### src/rtl/free_list_ctrl.sv
`default_nettype none
// ============================================================================
// Module   : free_list_ctrl
// Purpose  : Rename-stage controller for a circular physical-register free list.
// Revision : 1.0  initial release
// ============================================================================

module free_list_ctrl #(
  parameter int STACK_SIZE = 64,
  parameter int WIDTH      = 4,
  parameter int INIT_FREE  = 32
) (
  input  logic                          clk,
  input  logic                          reset,
  input  logic                          alloc_req,
  input  logic [WIDTH-1:0]              alloc_mask,
  output logic                          alloc_grant,
  output logic [WIDTH-1:0]              take_o,
  output logic                          enable_take_o,
  output logic [$clog2(STACK_SIZE)-1:0] ckpt_tag_o,
  input  logic                          commit_valid,
  input  logic [WIDTH-1:0]              commit_mask,
  output logic [WIDTH-1:0]              put_o,
  output logic                          enable_put_o,
  input  logic                          flush_req,
  input  logic [$clog2(STACK_SIZE)-1:0] flush_tag,
  output logic                          rewind_o,
  output logic [$clog2(STACK_SIZE)-1:0] write_tag_o,
  output logic [$clog2(STACK_SIZE)-1:0] free_count,
  output logic                          stall,
  output logic                          err_overflow
);

  localparam int PTR_W = $clog2(STACK_SIZE);

  localparam logic [PTR_W-1:0] GRP       = PTR_W'(WIDTH);
  localparam logic [PTR_W-1:0] INIT_BACK = PTR_W'(INIT_FREE);
  localparam logic [PTR_W:0]   CNT_MAX   = (PTR_W+1)'(STACK_SIZE-1);

  localparam logic [1:0] S_RUN     = 2'd0;
  localparam logic [1:0] S_FLUSH   = 2'd1;
  localparam logic [1:0] S_RECOVER = 2'd2;

  logic [1:0]       state_q, state_d;
  logic [PTR_W-1:0] front_q, front_d;
  logic [PTR_W-1:0] back_q,  back_d;
  logic [PTR_W-1:0] count_q, count_d;
  logic             err_q,   err_d;

  logic [PTR_W-1:0] commit_pop;
  logic [PTR_W-1:0] pop_eff;
  logic [PTR_W:0]   sum_run;
  logic [PTR_W:0]   sum_chk;
  logic             grant_w;

  // ---------------------------------------------------------------------------
  // FSM: state register
  // ---------------------------------------------------------------------------
  always_ff @(posedge clk) begin
    if (!reset) begin
      state_q <= S_RUN;
    end else begin
      state_q <= state_d;
    end
  end

  // ---------------------------------------------------------------------------
  // FSM: next-state logic
  // ---------------------------------------------------------------------------
  always_comb begin
    state_d = state_q;
    case (state_q)
      S_RUN:     state_d = flush_req ? S_FLUSH : S_RUN;
      S_FLUSH:   state_d = S_RECOVER;
      S_RECOVER: state_d = flush_req ? S_FLUSH : S_RUN;
      default:   state_d = S_RUN;
    endcase
  end

  // Grant uses the registered count only; a same-cycle commit is not bypassed.
  assign grant_w = (state_q == S_RUN) && alloc_req && !flush_req && (count_q >= GRP);

  // ---------------------------------------------------------------------------
  // FSM: output logic, all forced low while reset is asserted
  // ---------------------------------------------------------------------------
  always_comb begin
    alloc_grant   = 1'b0;
    take_o        = '0;
    enable_take_o = 1'b0;
    ckpt_tag_o    = '0;
    put_o         = '0;
    enable_put_o  = 1'b0;
    rewind_o      = 1'b0;
    write_tag_o   = '0;
    stall         = 1'b0;
    if (reset) begin
      alloc_grant   = grant_w;
      take_o        = grant_w ? alloc_mask : '0;
      enable_take_o = grant_w;
      ckpt_tag_o    = grant_w ? front_q : '0;
      put_o         = commit_valid ? commit_mask : '0;
      enable_put_o  = commit_valid;
      rewind_o      = flush_req;
      write_tag_o   = flush_req ? flush_tag : '0;
      stall         = alloc_req && !grant_w;
    end
  end

  // ---------------------------------------------------------------------------
  // Pointer and count datapath
  // ---------------------------------------------------------------------------
  always_comb begin
    commit_pop = '0;
    for (int i = 0; i < WIDTH; i++) begin
      commit_pop = commit_pop + {{(PTR_W-1){1'b0}}, commit_mask[i]};
    end
  end

  assign pop_eff = commit_valid ? commit_pop : '0;
  assign sum_chk = {1'b0, count_q} + {1'b0, pop_eff};
  assign sum_run = sum_chk - (grant_w ? {1'b0, GRP} : '0);

  always_comb begin
    back_d  = back_q + pop_eff;
    front_d = front_q;
    count_d = (sum_run > CNT_MAX) ? CNT_MAX[PTR_W-1:0] : sum_run[PTR_W-1:0];
    err_d   = err_q | (commit_valid && (sum_chk > CNT_MAX));
    if (flush_req) begin
      // Entries between the restored front and the (post-commit) back are free again.
      front_d = flush_tag;
      count_d = back_d - flush_tag;
    end else if (grant_w) begin
      front_d = front_q + GRP;
    end
  end

  always_ff @(posedge clk) begin
    if (!reset) begin
      front_q <= '0;
      back_q  <= INIT_BACK;
      count_q <= INIT_BACK;
      err_q   <= 1'b0;
    end else begin
      front_q <= front_d;
      back_q  <= back_d;
      count_q <= count_d;
      err_q   <= err_d;
    end
  end

  assign free_count   = count_q;
  assign err_overflow = err_q;

endmodule

`default_nettype wire

### config.mk
export PLATFORM = sky130hd
export DESIGN_NAME = free_list_ctrl
export DESIGN_NICKNAME = d
export VERILOG_FILES = /design/src/rtl/free_list_ctrl.sv
export SDC_FILE = /design/constraint.sdc
export NUM_CORES = 1
export LEC_CHECK = 0
export BUFFER_PORTS_ARGS = -buffer_cell sky130_fd_sc_hd__buf_2
export CORE_UTILIZATION = 25
export DETAILED_ROUTE_END_ITERATION = 10
export PLACE_DENSITY = 0.55
export SETUP_SLACK_MARGIN = 0.3
export SLEW_MARGIN = 20
export SYNTH_ARGS = -nofsm -noshare
export SYNTH_HDL_FRONTEND = slang
export SYNTH_SLANG_ARGS = --single-unit
### constraint.sdc
create_clock -name clk -period 5.25 [get_ports clk]
set_input_delay 0.7875 -clock clk [delete_from_list [all_inputs] [get_ports clk]]
set_output_delay 0.7875 -clock clk [all_outputs]
set_load 0.01 [all_outputs]
==> summary.txt <==
Route
  • Wire per inst: around 12 um
  • Drt drc: 3
  • Routed Antenna Nets: 0
  • Routed vias: 1495
  • Detailed Route WL: between 3000 and 4000 um
  • 1st-iter DRT viols: 85
  • Pre-antenna DRT Iters: 9
  • Vias per inst: 4.687

Clock tree
  • Cts hold-fix bufs: 0
  • Clk root buf: clkbuf_8
  • Cts repair resizes: 0
  • Clk buf depth: 2
  • Clk sinks: 21
  • Postcts setup bufs: 0
  • CTS tree: built
  • Clock H-tree levels: 1
  • Clock-pin slew on the worst setup and hold paths: ~0.08 ns
  • Worst-Skew Late Latency: 0.27 ns
  • CTS Buf Count: 3

GRT
  • Global Route Usage Sum: 0.1103
  • GRT overflow: 0
  • Largest net degree at the start of global routing: 30
  • Initial antenna violation count: 0
  • First-pass GRT wire length: between 6000 and 7000 um
  • Vias in the first global route: 1346

STA
  • Min setup slack post-route: 1.332 ns
  • Max Freq: about 260 MHz
  • Slew margin rel.: 0.5863
  • Worst slew pin tran: 0.6183 ns
  • Period utilization: 0.7463
  • Setup TNS: 0 ns
  • Count of final setup violators: 0
  • Unrepaired setup endpoints after global routing: no
  • Clock skew: 0.009256 ns
  • Final Hold Fails: 0
  • Tmin final: between 3 and 4 ns
  • Final max-slew violation count: 0

Finish
  • Fin util: 0.3107
  • Area grow syn2layout: 18.29%
  • Non-filler cells, final: 319
  • Final layout net count: 281
  • Final Instance Area: 2007 um^2
  • Layout cells sized above 1: 0.2521
  • Diodes inserted: 0

Place
  • RD Place Congestion: around 0.73
  • Placed Cells: 315
  • IO Port Bufs: 50
  • Detailed Place HPWL: around 3200 um
  • Post-place instance area: approximately 2000 um^2
  • DP Worst Slack: 1.077 ns

Die
  • Core area: 6459 um^2
  • Num rows: 29
  • Die H: 84.38 um
  • Total Die Area: 7120 um^2
  • Initial Util: 0.2627
  • Num ports: 51
  • Die X-Extent: 84.38 um

Logic synthesis
  • Yosys top cell area share: 0.2478
  • Ranking of synthesized cells by area: dfxtp_1, ha_1, and2_1
  • Syn Std Cell Area: approximately 1700 um^2
  • Post-synthesis sequential area ratio: 0.2478
  • Mapped Nets: 236
  • Most used DFF post-synth: dfxtp_1
  • EDFF count, synth: 0
  • Cell count after synthesis: just under 200
  • Mapped Avg Cell Area: 8.569 um^2
  • Seq cells post-synth: 21
  • Asr flop ratio synth: 0
  • Synth unique cells: 46
  • Synth warn: 0
  • Cell taking the most area after synthesis: dfxtp_1

Min path
  • Hold Crit Class: register to register

Status
  • Status: finished with violations
  • Failing checks: DRC

Setup path
  • Worst setup EP type: register
  • Crit start category: input port
  • Crit path required time: 5.46 ns
  • Crit path kind: input port to register
  • Critical Path AT: 4.13 ns
  • CP max FO: 9

Flow run
  • Max cap viols: 0

Power and ir drop
  • PD cells: about 260 nW/um^2
  • Peak supply drop: 0.09853 mV
  • Leak: 1.039 nW
[layout by cell type (no fill, tap or decap), types with 2 or more instances in the layout]
master,count
a21o_1,3
xnor2_1,8
a21oi_1,8
xor2_1,5
nor4_1,2
o221a_2,3
and2_1,18
ha_1,15
buf_2,50
mux2i_1,3
nor3_1,2
nand2b_1,3
o211ai_1,2
o211a_1,4
and3_1,6
clkbuf_8,3
o21ai_0,7
a211oi_1,4
fa_1,4
nor2b_1,5
dfxtp_1,21
nor2_1,17
nand2_1,14
inv_1,16
[Yosys cell counts, drive strengths merged, types with 2 or more instances]
library cell and instances:
inv 16, nand3 2, and3 6, and2 18, o211ai 2, nor4 2
nor2b 5, mux2i 3, nor2 17, a211oi 4, xor2 5, o211a 4
clkbuf 2, o221a 3, fa 4, nand2 14, xnor2 8, nand2b 3
o21ai 7, nor3 2, ha 15, buf 7, a21o 3, dfxtp 21
a21oi 8
[kinds of logic (layout without fill, tap and decap cells)]
group / count (synthesis) / in the layout / share of synthesized area
buffers and inverters: 26 / 70 / 0.08406
DFF: 21 / 21 / 0.2478
AOI/OAI and AO/OA: 39 / 39 / 0.1659
muxes: 3 / 3 / 0.01770
adders and majority gates: 19 / 19 / 0.1578
and+or+nand+nor: 76 / 76 / 0.2463
xor gates and xnor gates: 14 / 14 / 0.08038
[critical path, stage by stage]
cell and delay, ns:
buf_2 0.11, fa_1 0.53, ha_1 0.22, and2_1 0.17, ha_1 0.22, fa_1 0.47, xnor2_1 0.17, ha_1 0.34
nor4b_1 0.36, nand3b_1 0.13, a31oi_1 0.24, a211o_2 0.17, o221a_2 0.18
[sequential cells by signal, indices dropped and copies added (netlist names)]
name,flops
back_q,6
free_count,6
front_q,6
err_overflow,1
state_q,2
[metal layers]
metal  up-vias  wire (um)  global-route usage  part of all wire
li1        770          -                   -                 -
met1       696       1876              0.1429              0.48
met2        25       1882              0.1893              0.48
met3         4        157             0.02557             0.040
met4         0         27             0.02003            0.0068
met5         -          0                   0                 0
[path summary, 6_finish.rpt]
path	to	startpoint	cells past startpoint	slack, ns
setup / recovery	free_count[1]	commit_mask[0]	13	1.33
hold / removal	state_q[0]	state_q[0]	1	0.45
setup reg to reg	free_count[1]	free_count[0]	9	2.57
hold reg to reg	state_q[0]	state_q[0]	1	0.45
[stage by stage]
step / hold slack (ns) / total power [mW]
floorplan: 0.4084 / 0.3661
global placement: 0.4222 / 0.4186
detailed placement: 0.4276 / 0.4203
CTS: 0.4434 / 0.5295
global route: 0.4733 / 0.5650
finish: 0.4499 / 0.5230
[final cells by class]
| type | instances | area (um^2) |
|---|---|---|
| repair buffers | 50 | 250.2 |
| clock buffers | 3 | 41.29 |
| multi-input cells | 151 | 1134 |
| inverters | 16 | 60.06 |
| flip-flops and latches | 21 | 420.4 |
| clock inverters | 1 | 5.005 |
| fillers | 692 | 4452 |
| well taps | 77 | 96.34 |
[where the power goes]
part / internal [mW] / switching [mW]
Combinational: 0.0991 / 0.115
Clock: 0.0530 / 0.0553
Sequential: 0.178 / 0.0225
Total: 0.330 / 0.193
Note: power is estimated with default switching activity, not from simulation.
